[src/rtl/display_pkg.sv]
// ---------------------------------------------------------------------------
// display_pkg
// Shared constants and types for the turn/result indicator:
//   - active-low 7-segment codes (bit 6 = g ... bit 0 = a)
//   - modo and jogador encodings
//   - FSM state enum and a helper that tells which states blink
// ---------------------------------------------------------------------------
package display_pkg;

   // Active-low segment codes
   localparam logic [6:0] SEG_J       = 7'b1100001;
   localparam logic [6:0] SEG_1       = 7'b1111001;
   localparam logic [6:0] SEG_2       = 7'b0100100;
   localparam logic [6:0] SEG_E       = 7'b0000110;
   localparam logic [6:0] SEG_TRACO   = 7'b0111111;
   localparam logic [6:0] SEG_APAGADO = 7'b1111111;

   // modo encodings
   localparam logic [1:0] MODO_NORMAL  = 2'b00;
   localparam logic [1:0] MODO_VITORIA = 2'b01;
   localparam logic [1:0] MODO_EMPATE  = 2'b10;
   localparam logic [1:0] MODO_APAGADO = 2'b11;

   // jogador encodings
   localparam logic [1:0] JOG_NENHUM = 2'b00;
   localparam logic [1:0] JOG_1      = 2'b01;
   localparam logic [1:0] JOG_2      = 2'b10;
   localparam logic [1:0] JOG_ERRO   = 2'b11;

   typedef enum logic [2:0] {
      FIXO,
      DESTAQUE,
      VITORIA,
      EMPATE,
      APAGADO
   } estado_t;

   // States in which the blink timebase runs
   function automatic logic estado_pisca(input estado_t e);
      return (e == DESTAQUE) || (e == VITORIA) || (e == EMPATE);
   endfunction

endpackage

[src/rtl/display_vez_jogador_contador_pisca.sv]
// ---------------------------------------------------------------------------
// contador_pisca
// Blink timebase. Counts 0..MEIO_PERIODO-1; at terminal count it wraps to 0
// and toggles fase.
//   clock   in   system clock
//   reset   in   synchronous, active-low reset (counter 0, fase 1)
//   clear   in   restart the timebase: counter 0, fase 1
//   hold    in   keep the timebase parked at counter 0, fase 1
//   fase    out  current blink phase, 1 = lit
//   expira  out  high during the single cycle the counter sits at terminal
//                count, i.e. the next edge is a half-period expiry
// ---------------------------------------------------------------------------
module contador_pisca #(
   parameter int MEIO_PERIODO = 25_000_000
) (
   input  logic clock,
   input  logic reset,
   input  logic clear,
   input  logic hold,
   output logic fase,
   output logic expira
);

   localparam int LARG = $clog2(MEIO_PERIODO);
   localparam logic [LARG-1:0] TERMINAL = LARG'(MEIO_PERIODO - 1);

   logic [LARG-1:0] cont_reg;
   logic            fase_reg;

   always_ff @(posedge clock) begin
      if (!reset || clear || hold) begin
         cont_reg <= '0;
         fase_reg <= 1'b1;
      end else if (cont_reg == TERMINAL) begin
         cont_reg <= '0;
         fase_reg <= ~fase_reg;
      end else begin
         cont_reg <= cont_reg + 1'b1;
      end
   end

   assign fase   = fase_reg;
   // Since MEIO_PERIODO >= 2, a held/cleared counter (0) never flags expiry.
   assign expira = (cont_reg == TERMINAL);

endmodule

[src/rtl/display_vez_jogador.sv]
// ---------------------------------------------------------------------------
// display_vez_jogador
// Registered two-digit turn/result indicator ("J1", "J2", "-E", "--") with
// result modes, configurable blink timebase and a short blinking highlight
// whenever the turn passes to a player.
//   clock          in   system clock, rising edge
//   reset          in   synchronous, active-low reset
//   jogador [1:0]  in   00 none, 01 player 1, 10 player 2, 11 error
//   modo    [1:0]  in   00 normal, 01 vitoria, 10 empate, 11 apagado
//   display_letra  out  left digit, active-low segments (bit 6 = g)
//   display_num    out  right digit, same encoding
//   fase           out  current blink phase, 1 = lit
// Parameters: MEIO_PERIODO (blink half-period in cycles, >= 2),
//             N_PISCAS (full blink periods per highlight, >= 1).
// Build option: define ALTERNANCIA_EN to make EMPATE alternate J/1 and J/2
// instead of blinking dash/dash.
// ---------------------------------------------------------------------------
module display_vez_jogador
   import display_pkg::*;
#(
   parameter int MEIO_PERIODO = 25_000_000,
   parameter int N_PISCAS     = 2
) (
   input  logic       clock,
   input  logic       reset,
   input  logic [1:0] jogador,
   input  logic [1:0] modo,
   output logic [6:0] display_letra,
   output logic [6:0] display_num,
   output logic       fase
);

   localparam int LARG_MEIOS = $clog2(2 * N_PISCAS);
   localparam logic [LARG_MEIOS-1:0] ULTIMO_MEIO = LARG_MEIOS'(2 * N_PISCAS - 1);

   estado_t               estado_reg, estado_next;
   logic [1:0]            jogador_ant_reg;
   logic [LARG_MEIOS-1:0] meios_reg, meios_next;
   logic [6:0]            letra_reg, letra_next;
   logic [6:0]            num_reg, num_next;
   logic [6:0]            letra_cont, num_cont;
   logic                  troca, reinicio;
   logic                  clear, hold, expira, fase_cont, fase_next;

   contador_pisca #(
      .MEIO_PERIODO (MEIO_PERIODO)
   ) u_contador (
      .clock  (clock),
      .reset  (reset),
      .clear  (clear),
      .hold   (hold),
      .fase   (fase_cont),
      .expira (expira)
   );

   // A turn passes only when jogador moves to an actual player.
   assign troca = (jogador != jogador_ant_reg) &&
                  ((jogador == JOG_1) || (jogador == JOG_2));

   // Next state: modo overrides everything; normal mode chooses FIXO/DESTAQUE.
   always_comb begin
      estado_next = estado_reg;
      reinicio    = 1'b0;
      case (modo)
         MODO_VITORIA: estado_next = VITORIA;
         MODO_EMPATE:  estado_next = EMPATE;
         MODO_APAGADO: estado_next = APAGADO;
         default: begin
            case (estado_reg)
               FIXO: begin
                  if (troca) estado_next = DESTAQUE;
               end
               DESTAQUE: begin
                  if (troca) begin
                     reinicio = 1'b1;
                  end else if (expira && (meios_reg == ULTIMO_MEIO)) begin
                     estado_next = FIXO;
                  end
               end
               // Returning from a result mode never starts a highlight.
               default: estado_next = FIXO;
            endcase
         end
      endcase
   end

   // Timebase control and the phase that will be visible after this edge,
   // so the registered digits line up with the registered fase.
   always_comb begin
      clear     = estado_pisca(estado_next) && ((estado_next != estado_reg) || reinicio);
      hold      = !estado_pisca(estado_next);
      fase_next = fase_cont;
      if (clear || hold) begin
         fase_next = 1'b1;
      end else if (expira) begin
         fase_next = ~fase_cont;
      end
   end

   // Half-period expiries counted only while a highlight runs.
   always_comb begin
      meios_next = meios_reg;
      if ((estado_next != DESTAQUE) || clear) begin
         meios_next = '0;
      end else if (expira) begin
         meios_next = meios_reg + 1'b1;
      end
   end

   // Digit content before blanking.
   always_comb begin
      letra_cont = SEG_TRACO;
      num_cont   = SEG_TRACO;
      case (jogador)
         JOG_1: begin
            letra_cont = SEG_J;
            num_cont   = SEG_1;
         end
         JOG_2: begin
            letra_cont = SEG_J;
            num_cont   = SEG_2;
         end
         JOG_ERRO: num_cont = SEG_E;
         default: ;
      endcase
   end

   // Segment mux with blanking.
   always_comb begin
      letra_next = SEG_APAGADO;
      num_next   = SEG_APAGADO;
      case (estado_next)
         FIXO: begin
            letra_next = letra_cont;
            num_next   = num_cont;
         end
         DESTAQUE, VITORIA: begin
            if (fase_next) begin
               letra_next = letra_cont;
               num_next   = num_cont;
            end
         end
         EMPATE: begin
`ifdef ALTERNANCIA_EN
            letra_next = SEG_J;
            num_next   = fase_next ? SEG_1 : SEG_2;
`else
            if (fase_next) begin
               letra_next = SEG_TRACO;
               num_next   = SEG_TRACO;
            end
`endif
         end
         default: ;
      endcase
   end

   always_ff @(posedge clock) begin
      if (!reset) begin
         estado_reg      <= FIXO;
         jogador_ant_reg <= JOG_NENHUM;
         meios_reg       <= '0;
         letra_reg       <= SEG_APAGADO;
         num_reg         <= SEG_APAGADO;
      end else begin
         estado_reg      <= estado_next;
         jogador_ant_reg <= jogador;
         meios_reg       <= meios_next;
         letra_reg       <= letra_next;
         num_reg         <= num_next;
      end
   end

   assign display_letra = letra_reg;
   assign display_num   = num_reg;
   assign fase          = fase_cont;

endmodule

[config.mk]
export PLATFORM = sky130hd
export DESIGN_NAME = display_vez_jogador
export DESIGN_NICKNAME = d
export VERILOG_FILES = /design/src/rtl/display_pkg.sv /design/src/rtl/display_vez_jogador_contador_pisca.sv /design/src/rtl/display_vez_jogador.sv
export SDC_FILE = /design/constraint.sdc
export NUM_CORES = 1
export LEC_CHECK = 0
export CAP_MARGIN = 20
export CORE_ASPECT_RATIO = 1.1
export CORE_MARGIN = 1
export CORE_UTILIZATION = 60
export CTS_BUF_LIST = sky130_fd_sc_hd__clkbuf_16
export CTS_CLUSTER_DIAMETER = 200
export DETAILED_ROUTE_END_ITERATION = 7
export PLACE_DENSITY_LB_ADDON = 0.12
export SKIP_CTS_REPAIR_TIMING = 1
export SYNTH_ARGS = -nofsm -noshare
export SYNTH_HDL_FRONTEND = slang
export SYNTH_HIERARCHICAL = 1
export SYNTH_SLANG_ARGS = --single-unit
[constraint.sdc]
create_clock -name clock -period 7.16 [get_ports clock]
set_clock_uncertainty 0.2 [all_clocks]
set_input_delay 1.074 -clock clock [delete_from_list [all_inputs] [get_ports clock]]
set_output_delay 1.074 -clock clock [all_outputs]
set_load 0.01 [all_outputs]
* Word-level counts from Yosys, hierarchy flattened
Cells that the tools add are included.
** Word-level totals
- Output and inout port bits :: 15
- Flip-flop bits (word level) :: 47
- Bits in writable memories :: 0
- Bits in read-only memories :: 0
- Latch bits :: 0
- Memories kept :: 0
** Cells by class
- Multiply operators :: 0
- Equal/unequal tests :: 15
- Div/mod/pow operators :: 0
- Add/subtract/negate cells :: 2
- Multiplexer cells :: 17
- Reduce and logical (&&, ||, !) cells :: 20
- Bitwise gates (word level) :: 2
- Magnitude comparators :: 0
- Shift operators :: 0
** Operators by type and width (number)
- case mux 7 bit (3 select lines) :: 3
- two-way mux 7 bit :: 4
- adder 25 x 1 -> 25 bit (second input constant) :: 1
- equality test 25 bit (second input constant) :: 1
- equality test 2 bit (second input constant) :: 5
- two-way mux 3 bit :: 3
- case mux 3 bit (3 select lines) :: 1
- logical OR 1 bit :: 8
- OR reduction 2 bit :: 4
- equality test 3 x 1 -> 1 bit (second input constant) :: 2
- equality test 3 x 2 -> 1 bit (second input constant) :: 2
- logical NOT 3 bit :: 2
- case mux 3 bit (2 select lines) :: 1
- two-way mux 1 bit :: 5
- equality test 2 x 1 -> 1 bit (second input constant) :: 2
- logical AND 1 bit :: 3
- != test 3 x 1 -> 1 bit (second input constant) :: 1
- != test 3 bit :: 1
- OR reduction 3 bit :: 1
- adder 2 x 1 -> 2 bit (second input constant) :: 1
- logical NOT 1 bit :: 2
- != test 2 bit :: 1
- NOT 1 bit :: 2

* Longest topological paths before layout
- Word-level depth :: 14
- Depth in mapped cells :: 13
- Depth with buffers taken out :: 12

* Hierarchy
Netlist, hierarchy kept.
** Modules (own cells, without submodules)
- contador_pisca :: cells each 142, instances 1, seq. area each 520.5 um^2, area an instance 1223.7 um^2
- display_vez_jogador :: cells each 92, instances 1, seq. area each 280.3 um^2, area an instance 824.5 um^2

* Least setup slack after synthesis
OpenSTA, ideal clock, no wires.
- Kind :: register -> register
- From :: register u_contador.cont_reg[15]
- To :: register u_contador.cont_reg[20]
- Clock period less this slack :: 3.479 ns
- Required time :: 6.890 ns
- Setup time :: 0.070 ns
- Slack :: 3.681 ns
- Cell stages (with the launch flop) :: 12
- Data arrival time :: 3.209 ns
- Cells stage by stage :: dfxtp_1 > or4_1 > or4_4 > nor2_1 > nand2_1 > a41oi_1 > nand3_1 > and3_2 > nor3b_1 > o21ai_4 > buf_6 > a21oi_1
** On the way
- Word-level cells in the longest chain between the ends :: 13
** Ends and longest elaborated chain
- start: declaration :: line display_vez_jogador_contador_pisca.sv:27 : logic [LARG-1:0] cont_reg;
- start signal: assignment :: line display_vez_jogador_contador_pisca.sv:38 : cont_reg <= cont_reg + 1'b1;
- equality test 25 bit * :: line display_vez_jogador_contador_pisca.sv:44 : assign expira = (cont_reg == TERMINAL);
- via expira :: line display_vez_jogador.sv:43 : logic clear, hold, expira, fase_cont, fase_next;
- logical AND 1 bit * :: line display_vez_jogador.sv:76 : end else if (expira && (meios_reg == ULTIMO_MEIO)) begin
- two-way mux 3 bit * :: line display_vez_jogador.sv:76
- two-way mux 3 bit * :: line display_vez_jogador.sv:74 : if (troca) begin
- case mux 3 bit (2 select lines) * :: line display_vez_jogador.sv:69 : case (estado_reg)
- case mux 3 bit (3 select lines) * :: line display_vez_jogador.sv:64 : case (modo)
- equality test 3 x 1 -> 1 bit / equality test 3 x 2 -> 1 bit (equally long branches) :: line display_pkg.sv:40 : return (e == DESTAQUE) || (e == VITORIA) || (e == EMPATE);
- logical OR 1 bit (2 in series) :: line display_pkg.sv:40
- logical AND 1 bit * :: line display_vez_jogador.sv:90 : clear = estado_pisca(estado_next) && ((estado_next != estado_reg) || reinicio);
- via clear :: line display_vez_jogador.sv:43
- logical OR 1 bit * (2 in series) :: line display_vez_jogador_contador_pisca.sv:31 : if (!reset || clear || hold) begin
- OR reduction 2 bit (no line) *
Mark *: on every way through the listed nets, which the timed path passes. The rest lies on a longest branch.
A chain may end at the register's enable or synchronous reset.

* Worst setup path in the final report
- From :: input jogador[1]
- To :: register u_contador.cont_reg[19]
** On the way
- Word-level cells in the longest chain between the ends :: 13
** Ends and longest elaborated chain
- start: declaration :: line display_vez_jogador.sv:26 : input logic [1:0] jogador,
- equality test 2 x 1 -> 1 bit / equality test 2 bit (equally long branches) :: line display_vez_jogador.sv:58 : ((jogador == JOG_1) || (jogador == JOG_2));
- logical OR 1 bit :: line display_vez_jogador.sv:58
- logical AND 1 bit * :: line display_vez_jogador.sv:57 : assign troca = (jogador != jogador_ant_reg) &&
- two-way mux 3 bit, on equally long branches :: line display_vez_jogador.sv:74, display_vez_jogador.sv:71
- case mux 3 bit (2 select lines) :: line display_vez_jogador.sv:69
- case mux 3 bit (3 select lines) :: line display_vez_jogador.sv:64
- equality test 3 x 1 -> 1 bit / equality test 3 x 2 -> 1 bit (equally long branches) :: line display_pkg.sv:40
- logical OR 1 bit (2 in series) :: line display_pkg.sv:40
- logical AND 1 bit * :: line display_vez_jogador.sv:90
- via clear :: line display_vez_jogador.sv:43
- logical OR 1 bit * (2 in series) :: line display_vez_jogador_contador_pisca.sv:31
- OR reduction 2 bit (no line) *
Marks and branches as above.

==> qor.csv <==
stage;metric;value;unit
run_status;run_status;finished with violations;
run_status;violations;design-rule violations;
floorplan;initial_utilization;65.0;%
global_route;antenna_found_initial;0;
floorplan;io_pins;21;
finish;layout_commonest_cell;dfxtp_1;
worst_setup_path;crit_path_top_delay_cell;clkdlybuf4s50_1;
placement;dp_worst_setup_slack;2.89;ns
finish;drive_gt1_share;8.80;%
clocking;clock_latency;0.28;ns
finish;final_util;74.8;%
power;power_density;223;mW/mm^2
clocking;cts.sinks;40;
yosys;synth_seq_cells;40;
sta;rsz0062_at_grt;no;
yosys;synth_mux_area_share;0.489;%
sta;period_share;56.0;%
power;seq_power_share;44.0;%
clocking;cts.clk_slew.worst_paths;0.06;ns
sta;setup_tns;0;ns
yosys;yosysSeqAreaShare;39.1;%
power;vdd_ir_drop_max;0.000160;V
clocking;numCtsBuffers;5;
global_route;grt_max_degree;26;
routing;drt_iter0_drc;64;
power;p_int;0.413;mW
yosys;syn_inst;234;
global_route;grt_pass1_vias;1601;
finish;final_cell_mix;dfxtp_1 (40), nor2_1 (25), clkdlybuf4s50_1 (18);
worst_setup_path;setup.worst_path.end;u_contador/cont_reg[19]$_SDFF_PP0_;
global_route;grt_pass1_wl;6610;um
power;power_switching;0.112;mW
finish;nets;264;
finish;largest_reg_flops;25;
worst_setup_path;r2r_slack;3.26;ns
floorplan;fp.dieW;57.7;um
routing;vias;1680;
flow_run;cap_violations;0;
yosys;syn_area_per_cell;8.75;um^2
worst_setup_path;slowest_delay;0.52;ns
placement;gp_congestion;0.896;
clocking;tritoncts;yes;
sta;maxSlewViolCount;0;
yosys;synth_compound_area_share;11.3;%
placement;dp_cells;276;
worst_setup_path;crit_type;input pin to flop;
power;comb_power_share;8.9;%
routing;drtPass1Iterations;8;
finish;syn_to_final_growth;15.1;%
sta;period_minus_slack;4.01;ns
worst_setup_path;cp.arrival;4.01;ns
clocking;clockRootBuffer;clkbuf_16;
finish;fin_cells;284;
worst_setup_path;crit-reg2reg-launch;u_contador/cont_reg[17]$_SDFF_PP0_;
worst_setup_path;cp_max_fo;25;
finish;n_antenna_cell;0;
power;leakagePower;0.788;nW
routing;wl_per_cell;13.5;um
yosys;synthAdderAreaFrac;5.50;%
routing;antenna_left;0;
worst_hold_path;min_path_type;flop to flop;
sta;hold_violations;0;
global_route;grt.overflow.total;0;
yosys;yosys.area_share.simple;29.5;%
placement;hpwl;2700;um
placement;io_buffers;18;
yosys;synth_xor_area_share;8.12;%
sta;tightest_slew;0.656;ns
power;p_clk_share;47.2;%
worst_setup_path;r2r_cells;10;
worst_setup_path;cp-start-kind;input pin;
clocking;clockBufferDepth;2;
worst_setup_path;path_delay_family;compound AO/OA/AOI/OAI gates;
worst_setup_path;worstSetupPathDepth;11;
routing;drc;3;
worst_setup_path;r2r-end;u_contador/cont_reg[19]$_SDFF_PP0_;
sta;final-setup-viol-count;0;
yosys;synth_top_family_by_area;simple AND/OR/NAND/NOR gates;
routing;drt_wl_total;3840;um
floorplan;fp.dieH;63.3;um
global_route;grt_use_total;22.9;%
yosys;synthDistinctLibCells;43;
floorplan;die_area;0.00365;mm^2
routing;drt-vias-per-instance;5.92;
power;p_sw_share;21.4;%
sta;worst_slack;3.15;ns
sta;fmaxAchievable;249;MHz
placement;place_area;0.00219;mm^2
finish;fin_area;0.00236;mm^2
worst_setup_path;path_buf_inv;2;
clocking;cts_max_level;2;
yosys;syn_area;0.00205;mm^2
worst_setup_path;crit_path_end_kind;flop;
floorplan;coreArea;0.00315;mm^2
floorplan;core.rowCount;21;
worst_setup_path;crit_chain;clkdlybuf4s50_1 > inv_1 > ha_1 > nand2_2 > a2111o_1 > a21boi_2 > nand3_2 > and3_2 > nor3b_1 > o21ai_4 > a21oi_1;
yosys;yosysWarnings;6;
worst_setup_path;required;7.16;ns
sta;slew_headroom;56.1;%
worst_setup_path;cp-startpoint;jogador[1];
==> metrics by stage <==
stage | hold WS (ns) | total power [mW]
2_1_floorplan | 0.217 | 0.268
3_3_place_gp | 0.235 | 0.281
3_5_place_dp | 0.245 | 0.282
4_1_cts | 0.259 | 0.531
5_1_grt | 0.281 | 0.544
6_report | 0.255 | 0.525
==> worst min-delay path by stage <==
stage,start,cells after the start,endpoint
6_report,u_contador/cont_reg[0]$_SDFF_PP0_,1,u_contador/cont_reg[0]$_SDFF_PP0_
2_1_floorplan,u_contador/cont_reg[0]$_SDFF_PP0_,1,u_contador/cont_reg[0]$_SDFF_PP0_
3_3_place_gp,u_contador/cont_reg[0]$_SDFF_PP0_,1,u_contador/cont_reg[0]$_SDFF_PP0_
5_1_grt,u_contador/cont_reg[0]$_SDFF_PP0_,1,u_contador/cont_reg[0]$_SDFF_PP0_
3_5_place_dp,u_contador/cont_reg[0]$_SDFF_PP0_,1,u_contador/cont_reg[0]$_SDFF_PP0_
4_1_cts,u_contador/cont_reg[0]$_SDFF_PP0_,1,u_contador/cont_reg[0]$_SDFF_PP0_
==> metal layers <==
layer,GRT usage [%],share of wire (%)
met1,25.2,44
met2,42.9,52
met3,5.54,3.5
met4,6.55,0.49
met5,0,0
==> worst register-to-register path: cells and delay by family, from the launching register on <==
| kind | cells | cell delay [ns] |
|---|---|---|
| AND/OR/NAND/NOR | 7 | 2.29 |
| AO/OA/AOI/OAI | 3 | 0.98 |
| flip-flops | 1 | 0.35 |
==> cell usage after synthesis (all sizes together) <==
cell,number,share of area [%]
or4,11,4.4
and3,4,1.3
nor3,5,1.2
dfxtp,40,39
ha,9,5.5
xnor2,16,6.8
conb,1,0.18
a41oi,1,0.43
a21boi,1,0.55
nor4,5,1.5
a22oi,1,0.37
o21ai,9,2.7
o31ai,5,1.8
and2b,2,0.86
and3b,1,0.43
xor2,3,1.3
a2111o,1,0.55
nor2b,1,0.31
or3,7,2.1
nand2,19,3.7
or2b,1,0.43
nor2,25,4.6
nand3b,1,0.37
nor3b,1,0.37
buf,11,4.2
inv,9,1.6
o211ai,2,0.98
and2,1,0.31
a21o,1,0.43
nand2b,1,0.31
nand3,13,3.7
nand4,10,3.1
nor4bb,1,0.49
a21oi,14,3.4
mux2i,1,0.49
==> power groups by stage <==
stage,sequential (mW),combinational (mW),clock (mW)
final,0.231,0.0465,0.248
after global routing,0.231,0.0502,0.262
after CTS,0.231,0.0463,0.253
after detailed placement,0.236,0.0457,0
after global placement,0.236,0.0456,0
after floorplan,0.237,0.0315,0
==> kinds of logic (layout without fill, tap and decap cells) <==
logic type / Yosys count / in the layout
AND/OR/NAND/NOR: 109 / 109
flip-flops: 40 / 40
AO/OA/AOI/OAI: 35 / 35
buffers and inverters: 20 / 35
XOR/XNOR: 19 / 19
adder cells (fa/ha/maj): 9 / 9
other: 1 / 2
multiplexers: 1 / 1
==> final cells by class <==
type | count | area [um^2]
multi-input cells | 175 | 1130
inverters | 9 | 33.8
clock buffers | 5 | 125
repair buffers | 18 | 180
fillers | 260 | 796
flip-flops and latches | 40 | 801
clock inverters | 3 | 42.5
well taps | 34 | 42.5
(Power assumes the default switching activity.)
